### config.mk
export PLATFORM = sky130hd
export DESIGN_NAME = gmii_rx_mac
export DESIGN_NICKNAME = d
export VERILOG_FILES = /design/src/rtl/eth_pkg.sv /design/src/rtl/crc32_d8.sv /design/src/rtl/gmii_rx_mac.sv
export SDC_FILE = /design/constraint.sdc
export NUM_CORES = 1
export LEC_CHECK = 0
export CAP_MARGIN = 20
export CORE_UTILIZATION = 50
export CTS_CLUSTER_DIAMETER = 80
export CTS_CLUSTER_SIZE = 10
export DETAILED_ROUTE_END_ITERATION = 8
export PLACE_DENSITY_LB_ADDON = 0.08
export SETUP_SLACK_MARGIN = 0.3
export SLEW_MARGIN = 30
export SYNTH_ARGS = -nofsm -noshare
export SYNTH_HDL_FRONTEND = slang
export SYNTH_HIERARCHICAL = 1
export SYNTH_SLANG_ARGS = --single-unit
### constraint.sdc
create_clock -name clk -period 2.24 [get_ports clk]
set_input_delay 0.56 -clock clk [delete_from_list [all_inputs] [get_ports clk]]
set_output_delay 0.56 -clock clk [all_outputs]
set_load 0.02 [all_outputs]
### src/rtl/eth_pkg.sv
// Shared Ethernet constants, receive FSM states and byte-wide helpers
// used by the GMII MAC blocks.
package eth_pkg;

    localparam logic [7:0]  ETH_PREAMBLE    = 8'h55;
    localparam logic [7:0]  ETH_SFD         = 8'hD5;
    localparam logic [47:0] ETH_BCAST_MAC   = 48'hFFFF_FFFF_FFFF;
    localparam logic [31:0] CRC32_POLY      = 32'hEDB8_8320;
    localparam logic [31:0] CRC32_RESIDUE   = 32'hDEBB_20E3;
    localparam int          ETH_MIN_PAYLOAD = 46;

    typedef enum logic [2:0] {
        ST_IDLE,
        ST_PREAMBLE,
        ST_DST_MAC,
        ST_SRC_MAC,
        ST_ETH_TYPE,
        ST_PAYLOAD,
        ST_DROP
    } rx_state_t;

    // Byte idx of a MAC address in wire order (0 = most significant byte).
    function automatic logic [7:0] mac_byte(input logic [47:0] mac, input logic [2:0] idx);
        logic [7:0] b;
        case (idx)
            3'd0:    b = mac[47:40];
            3'd1:    b = mac[39:32];
            3'd2:    b = mac[31:24];
            3'd3:    b = mac[23:16];
            3'd4:    b = mac[15:8];
            3'd5:    b = mac[7:0];
            default: b = 8'h00;
        endcase
        return b;
    endfunction

    // One byte of reflected CRC-32, data consumed LSB first.
    function automatic logic [31:0] crc32_next(input logic [31:0] crc, input logic [7:0] data);
        logic [31:0] c;
        c = crc ^ {24'h0, data};
        for (int i = 0; i < 8; i++) begin
            c = c[0] ? ((c >> 1) ^ CRC32_POLY) : (c >> 1);
        end
        return c;
    endfunction

endpackage

### src/rtl/crc32_d8.sv
// Byte-wide CRC-32 accumulator: synchronous init to all-ones, update on en.
module crc32_d8
    import eth_pkg::*;
(
    input  logic        clk,
    input  logic        rst_n,
    input  logic        init,
    input  logic        en,
    input  logic [7:0]  data,
    output logic [31:0] crc
);

    logic [31:0] crc_nxt;

    // Next CRC value for the current input byte.
    always_comb begin
        crc_nxt = crc32_next(crc, data);
    end

    // Accumulator register; init takes priority over a byte update.
    always_ff @(posedge clk or negedge rst_n) begin
        if (!rst_n) begin
            crc <= 32'h0;
        end else if (init) begin
            crc <= 32'hFFFF_FFFF;
        end else if (en) begin
            crc <= crc_nxt;
        end
    end

endmodule

### src/rtl/gmii_rx_mac.sv
// GMII receive framer: strips preamble/SFD, filters destination MAC,
// captures source MAC and EtherType, streams payload without FCS and
// flags FCS/length errors on the last byte.
//
// Output stream: rx_valid is a one-cycle strobe with no ready; every
// cycle with rx_valid=1 carries one payload byte that the consumer must
// take. rx_sop/rx_eop/rx_err are meaningful only while rx_valid=1, and
// rx_err only together with rx_eop.
module gmii_rx_mac
    import eth_pkg::*;
#(
    parameter logic [47:0] BOARD_MAC   = 48'h00_11_22_33_44_55,
    parameter bit          CHECK_MAC   = 1'b1,
    parameter int          MAX_PAYLOAD = 1500
) (
    input  logic        clk,
    input  logic        rst_n,
    input  logic        gmii_rx_dv,
    input  logic [7:0]  gmii_rxd,
    output logic [7:0]  rx_data,
    output logic        rx_valid,
    output logic        rx_sop,
    output logic        rx_eop,
    output logic        rx_err,
    output logic [47:0] src_mac,
    output logic [15:0] eth_type
);

    // The payload counter includes the 4 FCS bytes, so limits are offset by 4.
    localparam logic [10:0] MIN_CNT = 11'(ETH_MIN_PAYLOAD + 4);
    localparam logic [10:0] MAX_CNT = 11'(MAX_PAYLOAD + 4);

    rx_state_t   state;
    logic        prev_dv;
    logic [2:0]  pre_cnt;
    logic [2:0]  fld_cnt;
    logic        match_board;
    logic        match_bcast;
    logic [47:0] src_shadow;
    logic [15:0] type_shadow;
    logic [7:0]  dly [5];
    logic [2:0]  dly_fill;
    logic        emitted;
    logic [10:0] pay_cnt;

    logic        crc_init;
    logic        crc_en;
    logic [31:0] crc;
    logic        board_hit;
    logic        bcast_hit;
    logic        frame_err;

    // CRC control, per-byte destination compare and end-of-frame verdict.
    always_comb begin
        crc_init  = 1'b0;
        crc_en    = 1'b0;
        board_hit = (gmii_rxd == mac_byte(BOARD_MAC, fld_cnt));
        bcast_hit = (gmii_rxd == mac_byte(ETH_BCAST_MAC, fld_cnt));
        frame_err = (crc != CRC32_RESIDUE) || (pay_cnt < MIN_CNT) || (pay_cnt > MAX_CNT);
        if (state == ST_PREAMBLE && gmii_rx_dv && gmii_rxd == ETH_SFD && pre_cnt >= 3'd6) begin
            crc_init = 1'b1;
        end
        if (gmii_rx_dv && (state == ST_DST_MAC || state == ST_SRC_MAC ||
                           state == ST_ETH_TYPE || state == ST_PAYLOAD)) begin
            crc_en = 1'b1;
        end
    end

    crc32_d8 u_crc (
        .clk   (clk),
        .rst_n (rst_n),
        .init  (crc_init),
        .en    (crc_en),
        .data  (gmii_rxd),
        .crc   (crc)
    );

    // Receive FSM with registered stream and header outputs.
    always_ff @(posedge clk or negedge rst_n) begin
        if (!rst_n) begin
            state       <= ST_IDLE;
            // Treat dv as already high so a frame cut by reset cannot
            // fake a rising edge when reset releases mid-frame.
            prev_dv     <= 1'b1;
            pre_cnt     <= 3'd0;
            fld_cnt     <= 3'd0;
            match_board <= 1'b0;
            match_bcast <= 1'b0;
            src_shadow  <= 48'h0;
            type_shadow <= 16'h0;
            for (int i = 0; i < 5; i++) dly[i] <= 8'h00;
            dly_fill    <= 3'd0;
            emitted     <= 1'b0;
            pay_cnt     <= 11'd0;
            rx_data     <= 8'h00;
            rx_valid    <= 1'b0;
            rx_sop      <= 1'b0;
            rx_eop      <= 1'b0;
            rx_err      <= 1'b0;
            src_mac     <= 48'h0;
            eth_type    <= 16'h0;
        end else begin
            prev_dv  <= gmii_rx_dv;
            rx_valid <= 1'b0;
            rx_sop   <= 1'b0;
            rx_eop   <= 1'b0;
            rx_err   <= 1'b0;
            case (state)
                ST_IDLE: begin
                    if (gmii_rx_dv && !prev_dv && gmii_rxd == ETH_PREAMBLE) begin
                        state   <= ST_PREAMBLE;
                        pre_cnt <= 3'd1;
                    end
                end
                ST_PREAMBLE: begin
                    if (!gmii_rx_dv) begin
                        state <= ST_IDLE;
                    end else if (gmii_rxd == ETH_PREAMBLE) begin
                        if (pre_cnt != 3'd7) pre_cnt <= pre_cnt + 3'd1;
                    end else if (gmii_rxd == ETH_SFD && pre_cnt >= 3'd6) begin
                        state       <= ST_DST_MAC;
                        fld_cnt     <= 3'd0;
                        match_board <= 1'b1;
                        match_bcast <= 1'b1;
                    end else begin
                        state <= ST_DROP;
                    end
                end
                ST_DST_MAC: begin
                    if (!gmii_rx_dv) begin
                        state <= ST_IDLE;
                    end else begin
                        match_board <= match_board && board_hit;
                        match_bcast <= match_bcast && bcast_hit;
                        if (fld_cnt == 3'd5) begin
                            fld_cnt <= 3'd0;
                            if (CHECK_MAC && !(match_board && board_hit) && !(match_bcast && bcast_hit)) begin
                                state <= ST_DROP;
                            end else begin
                                state <= ST_SRC_MAC;
                            end
                        end else begin
                            fld_cnt <= fld_cnt + 3'd1;
                        end
                    end
                end
                ST_SRC_MAC: begin
                    if (!gmii_rx_dv) begin
                        state <= ST_IDLE;
                    end else begin
                        src_shadow <= {src_shadow[39:0], gmii_rxd};
                        if (fld_cnt == 3'd5) begin
                            fld_cnt <= 3'd0;
                            state   <= ST_ETH_TYPE;
                        end else begin
                            fld_cnt <= fld_cnt + 3'd1;
                        end
                    end
                end
                ST_ETH_TYPE: begin
                    if (!gmii_rx_dv) begin
                        state <= ST_IDLE;
                    end else begin
                        type_shadow <= {type_shadow[7:0], gmii_rxd};
                        if (fld_cnt == 3'd1) begin
                            fld_cnt  <= 3'd0;
                            src_mac  <= src_shadow;
                            eth_type <= {type_shadow[7:0], gmii_rxd};
                            dly_fill <= 3'd0;
                            emitted  <= 1'b0;
                            pay_cnt  <= 11'd0;
                            state    <= ST_PAYLOAD;
                        end else begin
                            fld_cnt <= fld_cnt + 3'd1;
                        end
                    end
                end
                ST_PAYLOAD: begin
                    if (gmii_rx_dv) begin
                        // Five-byte delay hides the trailing FCS from the stream.
                        dly[0] <= gmii_rxd;
                        for (int i = 1; i < 5; i++) dly[i] <= dly[i-1];
                        if (pay_cnt != 11'h7FF) pay_cnt <= pay_cnt + 11'd1;
                        if (dly_fill == 3'd5) begin
                            rx_valid <= 1'b1;
                            rx_data  <= dly[4];
                            rx_sop   <= !emitted;
                            emitted  <= 1'b1;
                        end else begin
                            dly_fill <= dly_fill + 3'd1;
                        end
                    end else begin
                        if (emitted) begin
                            rx_valid <= 1'b1;
                            rx_data  <= dly[4];
                            rx_eop   <= 1'b1;
                            rx_err   <= frame_err;
                        end
                        state <= ST_IDLE;
                    end
                end
                ST_DROP: begin
                    if (!gmii_rx_dv) state <= ST_IDLE;
                end
                default: state <= ST_IDLE;
            endcase
        end
    end

endmodule

==> impl_metrics.py, run 1 <==
metrics = {
    "min_path": {
        "worstHoldStart": "src_shadow[43]$_DFFE_PN0P_",
        "holdPathStages": 2,
        "holdCritPathClass": "reg2reg",
        "worstHoldEndpoint": "src_mac[43]$_DFFE_PN0P_",
    },
    "sta": {
        "hold_viol": 0,
        "rsz0062_at_grt": "yes",
        "fmax_mhz": 505.8,
        "drv_slew": 0,
        "finalSetupViolations": 0,
        "timing.slew.headroom_pct": 58.65,
        "whs_ns": 0.4589,
        "layout_worst_path_cycle_share_pct": 88.26,
        "finalClockSkew_ns": 0.01855,
        "tightest_slew_ns": 0.6116,
        "fin_crit_ns": 1.977,
    },
    "drt": {
        "vias": 7001,
        "drc_errors": 0,
        "wire_per_inst_um": 15.97,
        "ant_nets": 0,
        "drt_iter0_drc": 307,
        "drt_wl_total_mm": 21.81,
        "dr.pass1.iters": 5,
        "viasPerCell": 5.125,
    },
    "pwr": {
        "p_leak_uw": 0.006654,
        "p_clk_share_pct": 23.1,
        "swShare_pct": 33.06,
        "p_int_uw": 10960,
        "powerDensity_nw_per_um2": 1254,
        "ir_drop_uv": 903.5,
        "combPwrFrac_pct": 40.6,
        "p_sw_uw": 5414,
        "seqPwrFrac_pct": 36.3,
    },
    "yosys": {
        "synth.avg_cell_area_um2": 11.23,
        "synth_seq_cells": 231,
        "synth_cell_type_count": 63,
        "synth_edf_count": 0,
        "synth_area_um2": 10270,
        "synth_warnings": 6,
        "syn_inst": 915,
        "synth_nets": 933,
        "async_flop_share_pct": 100.0,
        "synth_ff_type": "dfrtp_1",
        "yosysSeqAreaShare_pct": 56.29,
    },
    "floorplanning": {
        "fp.dieH_um": 145.3,
        "num_rows": 52,
        "die_area_um2": 21120,
        "core_um2": 20170,
        "fp.dieW_um": 145.3,
        "pin_count": 87,
        "initial_utilization_pct": 50.93,
    },
    "finish": {
        "syn_to_final_growth_pct": 27.10,
        "nFillCells": 1650,
        "nets": 1101,
        "drive_above_1_share_pct": 26.09,
        "final_cells": 1366,
        "antenna_cells": 0,
        "layout_commonest_cell": "dfrtp_1",
        "most-common-layout-cells": "224 x dfrtp_1, 213 x nand2_1, 88 x mux2_2",
    },
    "worst_setup_path": {
        "worstPathMaxFanout": 6,
        "worstPathArrival_ns": 2.40,
        "start_kind": "flip-flop",
        "cp.required_ns": 2.66,
        "worstSetupEndpointType": "flip-flop",
        "reg2reg_depth": 6,
        "rrSetupSlack_ns": 0.26,
        "timing.rr.start": "state[1]$_DFFE_PN0P_",
        "criticalPathCategory": "reg2reg",
        "reg2reg_to": "state[0]$_DFFE_PN0P_",
    },
    "place": {
        "place_inst": 1311,
        "io_buffer_count": 86,
        "place_congestion": 0.8549,
        "hpwlAfterDp_mm": 14.83,
    },
    "global_route": {
        "grt_max_degree": 66,
        "grt_pass1_wl_mm": 36.73,
        "overflow": 0,
        "grt_pass1_vias": 6909,
        "antenna_found_initial": 1,
        "track_usage_pct": 21.44,
    },
    "clocking": {
        "htreeDepth": 1,
        "cts_buffers": 27,
        "cts_tree": "built",
        "cts.reportedPaths.clkPinSlew_ns": 0.06,
        "clk_path_buf_depth": 3,
        "clk_latency_ns": 0.52,
        "clock_sinks": 231,
        "cts.root.buffer_cell": "clkbuf_16",
    },
    "outcome": {
        "run_status": "complete, no violations",
    },
    "job": {
        "cap_violations": 0,
    },
}
[per-stage QoR]
| step | power (uW) | cell area (um^2) | util (%) | setup TNS (ns) | setup slack (ns) |
|---|---|---|---|---|---|
| detailed placement | 12380 | 12090 | 59.92 | -15.13 | -0.4909 |
| CTS | 16360 | 12900 | 63.96 | 0 | 0.1941 |
| global placement | 12290 | 12090 | 59.92 | -13.89 | -0.4345 |
| finish | 16380 | 13060 | 64.73 | 0 | 0.2630 |
| floorplan | 10150 | 10310 | - | 0 | 0.07631 |
| global route | 17440 | 13060 | 64.73 | 0 | 0.1648 |
[power by group through the flow]
stage	combinational [uW]	clock, uW	sequential, uW
2_1_floorplan	4210	0	5940
3_3_place_gp	6290	0	6000
3_5_place_dp	6360	0	6020
4_1_cts	6500	3900	5960
5_1_grt	7270	4100	6080
6_report	6650	3780	5940
[metal layers]
layer | GRT usage (%) | wire length (um) | vias to the layer above
li1 | - | - | 3437
met2 | 34.01 | 10320 | 120
met3 | 2.947 | 815 | 24
met4 | 4.474 | 287 | 0
met1 | 31.66 | 10390 | 3420
met5 | 0 | 0 | -
[flip-flops by register name, summed over array words and instances (netlist names), 3 cells and up]
| name | count |
|---|---|
| dly | 40 |
| dly_fill | 3 |
| eth_type | 16 |
| fld_cnt | 3 |
| pay_cnt | 11 |
| pre_cnt | 3 |
| rx_data | 8 |
| src_mac | 48 |
| src_shadow | 48 |
| state | 3 |
| type_shadow | 8 |
| u_crc/crc | 32 |
[synthesized netlist by cell type, drive strengths merged (2+ instances only)]
library cell,instances,area share [%]
dfrtp,230,56
nand2,215,7.9
mux2,102,11
xnor2,50,5.6
a21oi,38,1.9
nor2,34,1.2
o21ai,26,1.3
clkbuf,25,0.91
buf,20,1.0
xor2,20,1.7
or2,15,0.91
nor3,14,0.68
nand3,12,0.58
inv,10,0.37
nor2b,9,0.55
and2,7,0.43
ha,7,0.85
nand2b,7,0.43
nor4,7,0.49
o31ai,6,0.44
or3,6,0.37
a211o,5,0.43
nand4,5,0.30
nor3b,5,0.52
and4,4,0.34
nand4b,4,0.34
a31oi,3,0.18
o21a,3,0.22
mux2i,2,0.19
nor4b,2,0.17
o211a,2,0.19
[timing repair]
item | CTS | global route
pin swaps | 7 | 10
endpoints found under the hold margin | 46 | 0
endpoints found under the setup margin | 117 | 31
hold buffers | 1 | 0
gates cloned | 0 | 0
resized for setup | 105 | 24
buffers inserted | 5 | 7
[final cells by class]
type	count	area (um^2)	area share [%]
clock buffer	40	724.4	5.549
clock inverter	2	17.52	0.1342
inverter	10	37.54	0.2875
multi-input combinational	629	4478	34.30
sequential	231	5789	44.34
tap	270	337.8	2.587
timing repair buffer	184	1672	12.80
[worst max-delay path, cell delays in order (launching register included)]
cell and delay [ns]:
dfrtp_2 0.45, nor2b_2 0.19, o21a_1 0.19, nand2b_1 0.15
a221o_1 0.33, or4b_1 0.48, o311ai_1 0.09
[how the worst max path moves through the flow]
stage                         start                         to  depth (start not counted)
2_1_floorplan           gmii_rxd[5]       state[0]$_DFFE_PN0P_                          7
3_3_place_gp            gmii_rxd[2]  u_crc/crc[19]$_DFFE_PN0P_                          8
3_5_place_dp            gmii_rxd[3]       state[0]$_DFFE_PN0P_                          7
4_1_cts        state[0]$_DFFE_PN0P_       state[0]$_DFFE_PN0P_                          6
5_1_grt        state[2]$_DFFE_PN0P_       state[0]$_DFFE_PN0P_                          6
6_report       state[1]$_DFFE_PN0P_       state[0]$_DFFE_PN0P_                          6
[cells by family after synthesis]
logic type	Yosys count	synth area share [%]
XOR/XNOR	72	7.783
buffers and inverters	55	2.314
AO/OA/AOI/OAI	96	5.835
multiplexers	104	11.38
AND/OR/NAND/NOR	350	15.55
adder cells (fa/ha/maj)	7	0.8526
flip-flops	231	56.29
No activity file was read; power rests on OpenSTA's default activity.
==> run 2: changes to the inputs <==
ABC_CLOCK_PERIOD_IN_PS = 2240   (was not set)
CORE_UTILIZATION = 30   (was 50)
SKIP_LAST_GASP = 1   (was not set)
==> impl_metrics.py, run 2 (synthesis results as in run 1) <==
metrics = {
    "clocking": {
        "cts_tree": "built",
        "cts_buffers": 27,
        "clock_sinks": 231,
        "clk_path_buf_depth": 3,
        "clk_latency_ns": 0.54,
        "cts.root.buffer_cell": "clkbuf_16",
        "cts.reportedPaths.clkPinSlew_ns": 0.06,
        "htreeDepth": 1,
    },
    "pwr": {
        "powerDensity_nw_per_um2": 1231,
        "p_leak_uw": 0.006698,
        "ir_drop_uv": 1057,
    },
    "floorplanning": {
        "num_rows": 67,
        "fp.dieH_um": 187.0,
        "pin_count": 87,
        "initial_utilization_pct": 30.56,
        "die_area_um2": 34990,
        "core_um2": 33620,
        "fp.dieW_um": 187.0,
    },
    "finish": {
        "final_util_pct": 39.54,
        "layout_commonest_cell": "dfrtp_1",
        "regArea_um2": 5787,
        "drive_above_1_share_pct": 25.71,
        "nets": 1110,
        "most-common-layout-cells": "226 x dfrtp_1, 213 x nand2_1, 88 x mux2_2",
        "antenna_cells": 0,
        "syn_to_final_growth_pct": 29.39,
        "nFillCells": 3401,
        "top_regs": "src_mac (48), src_shadow (48), dly (40)",
        "multiInputGateArea_um2": 4392,
    },
    "place": {
        "io_buffer_count": 86,
        "place_congestion": 0.7756,
        "post-place-ws_ns": -0.4692,
        "hpwlAfterDp_mm": 17.55,
    },
    "global_route": {
        "track_usage_pct": 14.96,
        "overflow": 0,
        "antenna_found_initial": 0,
        "grt_max_degree": 56,
        "grt_pass1_wl_mm": 41.82,
        "grt_pass1_vias": 7200,
    },
    "worst_setup_path": {
        "worstPathMaxFanout": 6,
        "criticalPathCategory": "reg2reg",
        "worstPathArrival_ns": 2.38,
        "worstSetupEndpointType": "flip-flop",
        "cp.required_ns": 2.68,
        "reg2reg_depth": 6,
        "start_kind": "flip-flop",
    },
    "sta": {
        "drv_slew": 0,
        "finalClockSkew_ns": 0.01221,
        "timing.slew.headroom_pct": 64.15,
        "rsz0062_at_grt": "yes",
        "tightest_slew_ns": 0.5328,
        "finalWorstSetupSlack_ns": 0.2931,
        "finalSetupViolations": 0,
        "hold_viol": 0,
        "fmax_mhz": 513.6,
        "layout_worst_path_cycle_share_pct": 86.92,
        "fin_crit_ns": 1.947,
    },
    "drt": {
        "drt_wl_total_mm": 25.27,
        "drt_iter0_drc": 300,
        "dr.pass1.iters": 4,
        "viasPerCell": 4.504,
        "drc_errors": 0,
        "wire_per_inst_um": 16.40,
        "vias": 6941,
        "ant_nets": 0,
    },
    "outcome": {
        "run_status": "complete, no violations",
    },
    "min_path": {
        "holdPathStages": 2,
        "holdCritPathClass": "reg2reg",
    },
    "job": {
        "cap_violations": 0,
    },
}
[run 2: cell types whose count changed in the layout (fill, tap and decap cells not counted), moves of 3 or more]
cell	change
clkbuf_1	-13
or3_4	-3
buf_4	+4
xnor2_1	+3
buf_12	+4
or3_1	+3
[run 2: critical path, cell delays in order (launching register included)]
cell and delay (ns):
dfrtp_2 0.45, nor2b_1 0.16, o21a_1 0.19, nand2b_1 0.16, a221o_1 0.33, or4b_1 0.46
o311ai_1 0.08
[run 2: final timing paths]
path | startpoint | to | slack, ns
setup reg to reg | state[1]$_DFFE_PN0P_ | state[0]$_DFFE_PN0P_ | 0.29
hold reg to reg | src_shadow[40]$_DFFE_PN0P_ | src_mac[40]$_DFFE_PN0P_ | 0.46
setup / recovery | state[1]$_DFFE_PN0P_ | state[0]$_DFFE_PN0P_ | 0.29
min in group asynchronous | rst_n | eth_type[5]$_DFFE_PN0P_ | 0.52
max in group asynchronous | rst_n | dly[11]$_DFFE_PN0P_ | 1.05
hold / removal | src_shadow[40]$_DFFE_PN0P_ | src_mac[40]$_DFFE_PN0P_ | 0.46
[run 2: area by class of cell]
| class | instances | share of cell area [%] |
|---|---|---|
| Sequential cell | 231 | 43.54 |
| Multi-Input combinational cell | 629 | 33.04 |
| Timing Repair Buffer | 193 | 13.52 |
| Clock buffer | 28 | 5.187 |
| Tap cell | 448 | 4.217 |
| Inverter | 10 | 0.2824 |
| Clock inverter | 2 | 0.2165 |
[run 2: what timing repair did]
action | in CTS | in global routing
pin swaps | 4 | 10
hold buffers | 1 | 0
setup buffers | 12 | 2
setup endpoints to repair | 113 | 20
endpoints found under the hold margin | 41 | 0
resized for setup | 93 | 19
gates cloned | 0 | 0
[run 2: stage by stage]
stage / hold slack [ns] / std cells / setup TNS, ns / total power (uW) / instance area (um^2)
finish: 0.4614 / 1541 / 0 / 16370 / 13290
global route: 0.4900 / 1541 / 0 / 17510 / 13290
CTS: 0.4636 / 1539 / 0 / 16500 / 13180
detailed placement: 0.4519 / 1496 / -19.36 / 12570 / 12420
global placement: 0.4467 / 1496 / -18.03 / 12540 / 12420
floorplan: 0.2644 / 915 / 0 / 10150 / 10310
[run 2: report_power, final]
group,internal [uW],switching [uW],leakage (uW)
Clock,2170,1660,0.000354
Sequential,5140,829,0.00308
Combinational,3570,3000,0.00326
[run 2: layer usage]
metal	part of all wire (%)	GRT usage, %	vias to the layer above	wire length (um)
li1	-	-	3442	-
met1	51	22.35	3376	12980
met2	44	22.76	87	11040
met3	3.1	1.989	36	774
met4	1.9	3.752	0	473
met5	0	0	-	0
==> run 3: changes to the inputs <==
ABC_CLOCK_PERIOD_IN_PS = 1580   (was 2240)
SLEW_MARGIN = 40   (was 30)
clock period = 1.58 ns   (was 2.24 ns; I/O delays follow)
==> impl_metrics.py, run 3 (synthesis results as in run 1) <==
metrics = {
    "sta": {
        "layout_worst_path_cycle_share_pct": 124.1,
        "finalClockSkew_ns": 0.01674,
        "rsz0062_at_grt": "yes",
        "finalWorstSetupSlack_ns": -0.3810,
        "tightest_slew_ns": 0.4879,
        "timing.slew.headroom_pct": 67.36,
        "drv_slew": 0,
        "hold_viol": 0,
        "fin_crit_ns": 1.961,
        "fmax_mhz": 510.0,
        "finalSetupViolations": 222,
    },
    "drt": {
        "drc_errors": 0,
        "wire_per_inst_um": 17.55,
        "viasPerCell": 4.576,
        "drt_iter0_drc": 362,
        "ant_nets": 0,
        "dr.pass1.iters": 6,
        "vias": 7679,
        "drt_wl_total_mm": 29.45,
    },
    "finish": {
        "layout_commonest_cell": "dfrtp_1",
        "most-common-layout-cells": "222 x dfrtp_1, 210 x nand2_1, 145 x buf_4",
        "nets": 1247,
        "syn_to_final_growth_pct": 54.47,
        "top_regs": "src_mac (48), src_shadow (48), dly (40)",
        "antenna_cells": 0,
        "multiInputGateArea_um2": 5056,
        "nFillCells": 3122,
        "drive_above_1_share_pct": 46.91,
        "regArea_um2": 5792,
    },
    "pwr": {
        "powerDensity_nw_per_um2": 1756,
        "p_leak_uw": 0.007689,
        "total_power_uw": 27870,
        "ir_drop_uv": 1756,
    },
    "clocking": {
        "cts_buffers": 27,
        "htreeDepth": 1,
        "clock_sinks": 231,
        "cts_tree": "built",
        "clk_latency_ns": 0.55,
        "clk_path_buf_depth": 3,
        "cts.root.buffer_cell": "clkbuf_16",
        "cts.reportedPaths.clkPinSlew_ns": 0.06,
    },
    "floorplanning": {
        "core_um2": 33620,
        "pin_count": 87,
        "die_area_um2": 34990,
        "num_rows": 67,
        "initial_utilization_pct": 30.56,
        "fp.dieW_um": 187.0,
        "fp.dieH_um": 187.0,
    },
    "job": {
        "cap_violations": 0,
    },
    "worst_setup_path": {
        "rrSetupSlack_ns": -0.38,
        "crit_buf_inv": 0,
        "reg2reg_depth": 6,
        "worstSetupEndpointType": "flip-flop",
        "worstPathArrival_ns": 2.41,
        "timing.rr.start": "state[1]$_DFFE_PN0P_",
        "cp.required_ns": 2.03,
        "reg2reg_to": "state[0]$_DFFE_PN0P_",
        "cpPeakStageDelay_ns": 0.47,
        "crit_chain": "xor2_1, a221oi_2, nand2b_1, a221o_1, or4b_1, o311ai_1",
        "start_kind": "flip-flop",
        "worstPathMaxFanout": 6,
        "cp_top_family": "compound AO/OA/AOI/OAI gates",
        "cp_slowest_cell": "or4b_1",
        "criticalPathCategory": "reg2reg",
    },
    "global_route": {
        "grt_max_degree": 55,
        "track_usage_pct": 16.41,
        "antenna_found_initial": 1,
        "overflow": 0,
        "grt_pass1_wl_mm": 45.45,
        "grt_pass1_vias": 7910,
    },
    "place": {
        "io_buffer_count": 86,
        "hpwlAfterDp_mm": 18.43,
        "post-place-ws_ns": -0.9829,
        "place_congestion": 0.7754,
    },
    "min_path": {
        "holdCritPathClass": "in2async",
    },
    "outcome": {
        "violations": "negative setup slack",
        "run_status": "finished with violations",
    },
}
==> run 3: through the flow <==
step                TNS (ns)  utilization [%]  instance area, um^2  hold slack (ns)  cells
floorplan             -9.540                -                10700          0.09941    915
global placement     -125.36            38.71                13010           0.2482   1548
detailed placement   -127.81            38.71                13010           0.2481   1548
CTS                   -32.38            44.90                15090           0.2739   1639
global route          -66.25            47.20                15870           0.3039   1678
finish                -48.97            47.20                15870           0.2853   1678
==> run 3: how the worst max path moves through the flow <==
stage	startpoint	to	slack, ns	cells past startpoint
after floorplan	state[1]$_DFFE_PN0P_	state[0]$_DFFE_PN0P_	-0.42	7
after global placement	gmii_rxd[2]	u_crc/crc[19]$_DFFE_PN0P_	-1.00	8
after detailed placement	gmii_rxd[4]	state[0]$_DFFE_PN0P_	-0.98	8
after CTS	state[1]$_DFFE_PN0P_	state[0]$_DFFE_PN0P_	-0.39	6
after global routing	state[1]$_DFFE_PN0P_	state[0]$_DFFE_PN0P_	-0.51	6
final	state[1]$_DFFE_PN0P_	state[0]$_DFFE_PN0P_	-0.38	6
==> run 3: timing repair <==
action / CTS / global route
endpoints found under the setup margin: 306 / 306
gates resized for setup: 587 / 77
endpoints found under the hold margin: 104 / 0
setup buffers: 50 / 28
pin swaps: 54 / 35
hold buffers: 1 / 0
cloned: 10 / 11
==> run 3: routing by layer <==
layer  track usage (%)  vias to the layer above  share of wire, %
met5                 0                        -                 0
met4             4.571                        0               2.0
met3             2.308                       42               3.6
met2             27.07                      125                48
met1             22.47                     3810                46
li1                  -                     3702                 -
==> run 3: cell type report <==
cell class	count	area share, %
sequential	231	36.50
multi-input combinational	629	31.86
timing repair buffer	330	23.37
clock buffer	28	4.282
tap	448	3.533
inverter	10	0.2681
clock inverter	2	0.1814
==> run 3: where the power goes <==
| part | leakage (uW) | internal, uW | switching (uW) |
|---|---|---|---|
| registers | 0.00307 | 7290 | 1220 |
| clock network | 0.000348 | 3030 | 2380 |
| logic | 0.00427 | 8100 | 5850 |
| total | 0.00769 | 18400 | 9450 |
==> run 3: worst register-to-register path: stages, from the launching register on <==
cell	delay (ns)
dfrtp_2	0.44
xor2_1	0.18
a221oi_2	0.23
nand2b_1	0.11
a221o_1	0.33
or4b_1	0.47
o311ai_1	0.08
